`src/rtl/note_sequencer_pkg.sv`:
```
// Shared song-format definitions: FSM states, special note codes, ROM word fields.
package note_sequencer_pkg;

  typedef enum logic [2:0] {
    ST_IDLE   = 3'd0,
    ST_FETCH  = 3'd1,
    ST_LOAD   = 3'd2,
    ST_HOLD   = 3'd3,
    ST_PAUSED = 3'd4
  } state_t;

  localparam logic [4:0] NOTE_REST = 5'd0;
  localparam logic [4:0] NOTE_END  = 5'd31;

  localparam int NOTE_MSB = 7;
  localparam int NOTE_LSB = 3;
  localparam int DUR_MSB  = 2;
  localparam int DUR_LSB  = 0;

  // Note code field of a song ROM word.
  function automatic logic [4:0] rom_note(input logic [7:0] w);
    return w[NOTE_MSB:NOTE_LSB];
  endfunction

  // Duration code field of a song ROM word (beats minus one).
  function automatic logic [2:0] rom_dur(input logic [7:0] w);
    return w[DUR_MSB:DUR_LSB];
  endfunction

endpackage

```
`src/rtl/note_sequencer_counter_n.sv`:
```
// Modulo-N counter used as the beat prescaler; co flags the last count of each period.
module counter_n #(
  parameter int N            = 12_500_000,
  parameter int COUNTER_BITS = 24
) (
  input  logic                    clk,
  input  logic                    r,
  input  logic                    en,
  output logic [COUNTER_BITS-1:0] q,
  output logic                    co
);

  localparam logic [COUNTER_BITS-1:0] LAST = COUNTER_BITS'(N - 1);

  // Count while enabled, wrapping to zero after N-1; synchronous clear on r.
  always_ff @(posedge clk) begin
    if (r) begin
      q <= '0;
    end else if (en) begin
      q <= (q == LAST) ? '0 : q + COUNTER_BITS'(1);
    end
  end

  assign co = en && (q == LAST);

endmodule

```
`src/rtl/note_sequencer.sv`:
```
// Song playback controller: walks the song ROM, holds each note for its beat
// count and handles play / pause / stop / loop control.
module note_sequencer
  import note_sequencer_pkg::*;
#(
  parameter int BEAT_DIV  = 12_500_000,
  parameter int BEAT_BITS = 24,
  parameter int ADDR_BITS = 8
) (
  input  logic                 clk,
  input  logic                 r,
  input  logic                 play,
  input  logic                 pause,
  input  logic                 stop,
  input  logic                 loop,
  output logic [ADDR_BITS-1:0] rom_addr,
  input  logic [7:0]           rom_data,
  output logic [4:0]           note,
  output logic                 note_valid,
  output logic                 playing,
  output logic                 paused,
  output logic                 song_end
);

  state_t               state, state_nx;
  logic [ADDR_BITS-1:0] addr_nx;
  logic [4:0]           note_nx;
  logic [2:0]           beats_left, beats_nx;
  logic                 song_end_nx;

  logic [BEAT_BITS-1:0] beat_q;
  logic                 beat_co;
  logic                 pre_r;
  logic                 pre_en;

  // The prescaler restarts for every newly loaded note so each note gets whole beats;
  // it only runs while a note is actually sounding, which freezes it during pause.
  assign pre_r  = r | (state == ST_LOAD) | stop;
  assign pre_en = (state == ST_HOLD);

  counter_n #(
    .N            (BEAT_DIV),
    .COUNTER_BITS (BEAT_BITS)
  ) u_beat (
    .clk (clk),
    .r   (pre_r),
    .en  (pre_en),
    .q   (beat_q),
    .co  (beat_co)
  );

  // Next-state, address, note and beat-count decisions; stop overrides everything.
  always_comb begin
    state_nx    = state;
    addr_nx     = rom_addr;
    note_nx     = note;
    beats_nx    = beats_left;
    song_end_nx = 1'b0;

    if (stop && (state != ST_IDLE)) begin
      state_nx = ST_IDLE;
      addr_nx  = '0;
      note_nx  = NOTE_REST;
      beats_nx = '0;
    end else begin
      case (state)
        ST_IDLE: begin
          if (play) state_nx = ST_FETCH;
        end
        ST_FETCH: begin
          state_nx = ST_LOAD;
        end
        ST_LOAD: begin
          if (rom_note(rom_data) == NOTE_END) begin
            addr_nx = '0;
            if (loop) begin
              state_nx = ST_FETCH;
            end else begin
              song_end_nx = 1'b1;
              state_nx    = ST_IDLE;
            end
          end else begin
            note_nx  = rom_note(rom_data);
            beats_nx = rom_dur(rom_data);
            state_nx = ST_HOLD;
          end
        end
        ST_HOLD: begin
          if (beat_co) begin
            if (beats_left != 3'd0) begin
              beats_nx = beats_left - 3'd1;
            end else if (!pause) begin
              // A pause landing on the final beat keeps the note; one more beat plays on resume.
              addr_nx  = rom_addr + ADDR_BITS'(1);
              state_nx = ST_FETCH;
            end
          end
          if (pause) state_nx = ST_PAUSED;
        end
        ST_PAUSED: begin
          if (play) state_nx = ST_HOLD;
        end
        default: begin
          state_nx = ST_IDLE;
        end
      endcase
    end
  end

  // Register all control state and outputs; reset returns to an idle, silent player.
  always_ff @(posedge clk) begin
    if (r) begin
      state      <= ST_IDLE;
      rom_addr   <= '0;
      note       <= NOTE_REST;
      beats_left <= '0;
      song_end   <= 1'b0;
    end else begin
      state      <= state_nx;
      rom_addr   <= addr_nx;
      note       <= note_nx;
      beats_left <= beats_nx;
      song_end   <= song_end_nx;
    end
  end

  assign note_valid = (state == ST_HOLD) && (note != NOTE_REST) && (note != NOTE_END);
  assign playing    = (state == ST_FETCH) || (state == ST_LOAD) || (state == ST_HOLD);
  assign paused     = (state == ST_PAUSED);

endmodule

```
`config.mk`:
```
export PLATFORM = sky130hd
export DESIGN_NAME = note_sequencer
export DESIGN_NICKNAME = d
export VERILOG_FILES = /design/src/rtl/note_sequencer_pkg.sv /design/src/rtl/note_sequencer_counter_n.sv /design/src/rtl/note_sequencer.sv
export SDC_FILE = /design/constraint.sdc
export NUM_CORES = 1
export LEC_CHECK = 0
export ABC_AREA = 1
export CORE_UTILIZATION = 50
export CTS_CLUSTER_DIAMETER = 150
export DETAILED_ROUTE_END_ITERATION = 6
export PLACE_DENSITY = 0.76
export SETUP_SLACK_MARGIN = 0.3
export SLEW_MARGIN = 15
export SYNTH_ARGS = -nofsm -noshare
export SYNTH_HDL_FRONTEND = slang
export SYNTH_SLANG_ARGS = --single-unit
```
`constraint.sdc`:
```
create_clock -name clk -period 1.6 [get_ports clk]
set_input_delay 0.24 -clock clk [delete_from_list [all_inputs] [get_ports clk]]
set_output_delay 0.24 -clock clk [all_outputs]
set_load 0.03 [all_outputs]
```
After elaboration in Yosys (flattened, before gate mapping)
Index checks and enable logic that the tools add are counted.
Storage, ports and cells
  word-level logic and storage cells: 66
  bits of input ports: 14
  output and inout bits: 17
  register bits: 44
Operators by class
  bitwise gates (word level): 4
  equal/unequal tests: 17
  mux-type cells: 19
  add/sub/neg operators: 3
  reduce and logical (&&, ||, !) cells: 17
Operators by type and width (number)
  2-to-1 mux 8 bit: 4
  2-to-1 mux 3 bit: 9
  adder 24 x 1 -> 24 bit, second input constant: 1
  equality test 24 bit, second input constant: 1
  2-to-1 mux 24 bit: 1
  case mux 8 bit (2 select lines): 1
  case mux 3 bit (5 select lines): 1
  != test 2 bit, second input constant: 7
  adder 8 x 1 -> 8 bit, second input constant: 1
  AND reduction 4 bit: 2
  equality test 3 x 2 -> 1 bit, second input constant: 2
  != test 3 bit, second input constant: 2
  case mux 3 bit (2 select lines): 1
  nonzero test 3 bit: 2
  equality test 5 bit, second input constant: 1
  != test 5 bit, second input constant: 1
  AND reduction 5 bit: 1
  nonzero test 5 bit: 1
  logical AND 1 bit: 4
  OR reduction 4 bit: 1
  equality test 3 x 1 -> 1 bit, second input constant: 1
  equality test 3 bit, second input constant: 1
  zero test 3 bit: 1
  subtractor 3 x 1 -> 3 bit, second input constant: 1
  8 further kinds: 12

Longest topological paths before layout
  depth after elaboration: 5
  depth in mapped cells: 10

Cells and area by module
A second synthesis with hierarchy kept.
Second synthesis, totals
  cell total of the unflattened synthesis: 398
  area total of the unflattened synthesis: 2521.2 um^2
By module, submodules not included
  counter_n: times used 1, area an instance 1313.8 um^2, cells an instance 203, seq. area each 480.5 um^2
  note_sequencer: times used 1, area an instance 1207.4 um^2, cells an instance 195, seq. area each 400.4 um^2

Worst setup path after synthesis
No wires, ideal clock.
  path type: register -> output
  start point: register state[2]
  end point: output port note_valid
  stages on the path, launching flop included: 7
  setup slack: -0.371 ns
  data required time: 1.360 ns
  arrival: 1.731 ns
  path buffers: 1
  path through: dfxtp_1 > inv_2 > nand2_4 > nor2_4 > inv_2 > clkbuf_1 > a311oi_1
On the way
  word-level cells in the longest chain between the ends: 3
RTL lines
  start: declaration: RTL line note_sequencer.sv:25  | state_t state, state_nx;
  start signal: assignment: RTL line note_sequencer.sv:119  | state <= state_nx;
  equality test 3 x 2 -> 1 bit: RTL line note_sequencer.sv:127  | assign note_valid = (state == ST_HOLD) && (note != NOTE_REST) && (note != NOTE_END);
  logical AND 1 bit (2 in a row): RTL line note_sequencer.sv:127
  end: declaration: RTL line note_sequencer.sv:19  | output logic note_valid,
Every way passes these cells.

Worst setup path in the final report
  start point: register u_beat.q[10]
  end point: register rom_addr[7]
On the way
  word-level cells in the longest chain between the ends: 4
RTL lines
  start: declaration: RTL line note_sequencer_counter_n.sv:9  | output logic [COUNTER_BITS-1:0] q,
  start signal: assignment: RTL line note_sequencer_counter_n.sv:20  | q <= (q == LAST) ? '0 : q + COUNTER_BITS'(1);
  equality test 24 bit: RTL line note_sequencer_counter_n.sv:24  | assign co = en && (q == LAST);
  logical AND 1 bit: RTL line note_sequencer_counter_n.sv:24
  != test 2 bit (no source line)
  AND reduction 5 bit (no source line)
  end signal: assignment: RTL line note_sequencer.sv:120  | rom_addr <= addr_nx;
  end: declaration: RTL line note_sequencer.sv:16  | output logic [ADDR_BITS-1:0] rom_addr,
Every way passes these cells.
A chain may end at the register's enable or synchronous reset.

==> key figures <==
STA
  • Unrepaired setup endpoints after global routing: yes
  • Worst-margin pin slew: 0.403 ns
  • Final hold vios: 0
  • Highest clock rate: 551 MHz
  • Count of final setup violators: 34
  • Max-slew headroom: 0.730
  • Max Transition Viols Final: 0
  • Setup TNS: -3.18 ns
  • PnR worst setup slack: -0.215 ns
  • Fin crit share: 1.13
  • Fin crit period: 1.82 ns
  • Worst Skew: 0.00795 ns

CTS
  • Clock tree root buffer cell: clkbuf_8
  • Clk Latency, worst-skew pair: 0.31 ns
  • Number of buffers created by CTS: 5
  • Total clock sinks: 44
  • CTS tree: built
  • Worst-path clk slew: 0.09 ns
  • CTS H-tree depth: 2
  • Clock buffer depth: 2

Setup path
  • WS Path Type: reg2reg
  • CP max stage cell: dfxtp_2
  • Flop2flop setup slack: -0.22 ns
  • Max stage delay on crit path: 0.41 ns
  • Most used cell, CP: nand2_2
  • CP Launch Type: flip-flop
  • Cell chain of the critical path: nand2_2 -> nor2_2 -> nand2_2 -> nor2_4 -> nand3_4 -> nand2_8 -> buf_12 -> buf_4 -> a21oi_2 -> nor2_1
  • Critical path capture point type: flip-flop
  • Crit path required time: 1.83 ns
  • CP bufs+invs: 2
  • Critical Path AT: 2.04 ns
  • CP top delay family: simple AND/OR/NAND/NOR gates
  • Worst-path fanout max: 3

Synth
  • Async set-reset flop share out of synthesis: 0
  • Post-synthesis sequential area ratio: 0.361
  • Post-synth EDFFs: 0
  • Synth cell types: 37
  • Synth Instances: 351
  • Cell area after synthesis: 2440 um2
  • Most common flop cell mapped by yosys: dfxtp_1
  • Mean post-synth cell area: 6.94 um2
  • Post-Synthesis Net Count: 369
  • Synth Register Bits: 44
  • Synth warn: 0

Die
  • Vert. Die Dim: 71.8 um
  • Die Wd: 71.8 um
  • Die area: 5160 um2
  • Row count: 25
  • Core box area: 4690 um2
  • Ports: 31
  • Initial Utilization: 0.519

Outcome
  • Failing checks: setup timing
  • Status: finished, violations left

Routing
  • Detail Route Antenna Nets: 0
  • Drt wl/cell: 22.8 um
  • Router iterations before antenna repair: 5
  • DRC viols: 0
  • 1st-iter DRT viols: 342
  • Final wirelength: 11.5 mm
  • Detailed-route via count: 3263
  • Drt via density: 6.45

Placement
  • Buffers on Ports: 30
  • Placed cells: 456
  • Dpl ws: -0.195 ns
  • Final Wtd Congestion: 0.878
  • DP Wirelength: 4.45 mm

Layout
  • N_diodes: 0
  • Finished Layout Cells: 506
  • Area growth syn-to-layout: 70.6%
  • Layout Utilization: 0.886
  • Commonest non-fill, non-tap cell in the layout: nand2_1
  • Filler instances: 214
  • FF+latch area: 905 um2
  • Footprint of the multi-input gates: 1890 um2
  • Most frequent cells in the layout: nand2_1, nor2_1, buf_4, inv_1, dfxtp_1
  • Layout cells sized above 1: 0.502
  • Layout Nets: 469

Power
  • Leak Pwr: 1.69 nW
  • Max VDD drop: 536 uV
  • PD cells: 736 nW/um2
  • Tot Pwr: 3.06 mW

Global routing
  • Largest net degree at the start of global routing: 15
  • Wire length of the first global-routing pass: 13.3 mm
  • Initial antenna violation count: 0
  • GRT Resource Usage Total: 0.338
  • GRT Residual Overflow: 0
  • Vias in the first global route: 2780

Run
  • Max Cap Viol: 0

Min path
  • Type of the most critical hold path: reg2reg
## layer usage
layer / vias to the layer above / GRT usage / share of wire
met3: 107 / 0.0619 / 0.098
met1: 1510 / 0.414 / 0.36
li1: 1347 / - / -
met5: - / 0 / 0
met2: 299 / 0.567 / 0.46
met4: 0 / 0.174 / 0.074
## power breakdown
group | internal [mW] | switching [mW] | total, mW
combinational | 0.419 | 0.558 | 0.977
clock | 0.464 | 0.419 | 0.883
sequential | 1.14 | 0.0588 | 1.20
## path summary, 6_finish.rpt
path,from,endpoint,cells after the start
setup / recovery,u_beat.q[10]$_SDFFE_PP0P_,rom_addr[7]$_SDFFE_PP0P_,10
hold / removal,beats_left[1]$_SDFFE_PP0P_,beats_left[1]$_SDFFE_PP0P_,2
setup reg to reg,u_beat.q[10]$_SDFFE_PP0P_,rom_addr[7]$_SDFFE_PP0P_,10
hold reg to reg,beats_left[1]$_SDFFE_PP0P_,beats_left[1]$_SDFFE_PP0P_,2
## Yosys cell counts (3+ instances only)
| library cell | count | share of area |
|---|---|---|
| nand4_1 | 8 | 0.021 |
| inv_1 | 39 | 0.060 |
| buf_2 | 3 | 0.0062 |
| a21oi_1 | 23 | 0.047 |
| ha_1 | 4 | 0.021 |
| inv_2 | 4 | 0.0062 |
| o21ai_0 | 12 | 0.025 |
| dfxtp_1 | 44 | 0.36 |
| nand2_1 | 68 | 0.10 |
| xnor2_1 | 6 | 0.022 |
| xor2_1 | 9 | 0.032 |
| nor3_1 | 9 | 0.018 |
| nor2_4 | 5 | 0.023 |
| nor2_2 | 7 | 0.018 |
| nor2_1 | 54 | 0.083 |
| nand3_1 | 27 | 0.055 |
## timing repair
| action | 4_1_cts | 5_1_grt |
|---|---|---|
| pin swaps | 29 | 42 |
| cloned | 2 | 1 |
| buffers inserted | 27 | 12 |
| resized for setup | 104 | 117 |
| endpoints found under the setup margin | 57 | 57 |
| hold buffers | 0 | 0 |
## through the flow
| step | hold slack (ns) | instance area [um2] |
|---|---|---|
| 3_5_place_dp | 0.463 | 3080 |
| 2_1_floorplan | 0.317 | 2550 |
| 6_report | 0.500 | 4160 |
| 3_3_place_gp | 0.461 | 3080 |
| 5_1_grt | 0.519 | 4160 |
| 4_1_cts | 0.474 | 3710 |
## worst min-delay path: stages, from the launching register on
cell and delay (ns):
dfxtp_1 0.33, nand2_1 0.08, a21oi_2 0.05
## state kept, by name (all words and copies together) (netlist names)
register / flops
song_end: 1
rom_addr: 8
note: 5
beats_left: 3
state: 3
u_beat.q: 24
## layout make-up
class | instances | area share
clock buffers | 6 | 0.0175
clock inverters | 2 | 0.00843
inverters | 44 | 0.0466
multi-input cells | 257 | 0.454
flip-flops and latches | 44 | 0.218
well taps | 54 | 0.0163
repair buffers | 99 | 0.240
## cell families after synthesis
group           after synthesis  share of synthesized area
compound gates               43                     0.0981
xor+xnor                     15                     0.0539
fa+ha+maj                     4                     0.0205
buf+inv                      51                     0.0883
flops                        44                      0.361
simple gates                194                      0.378
Power figures use the tool's default switching activity.
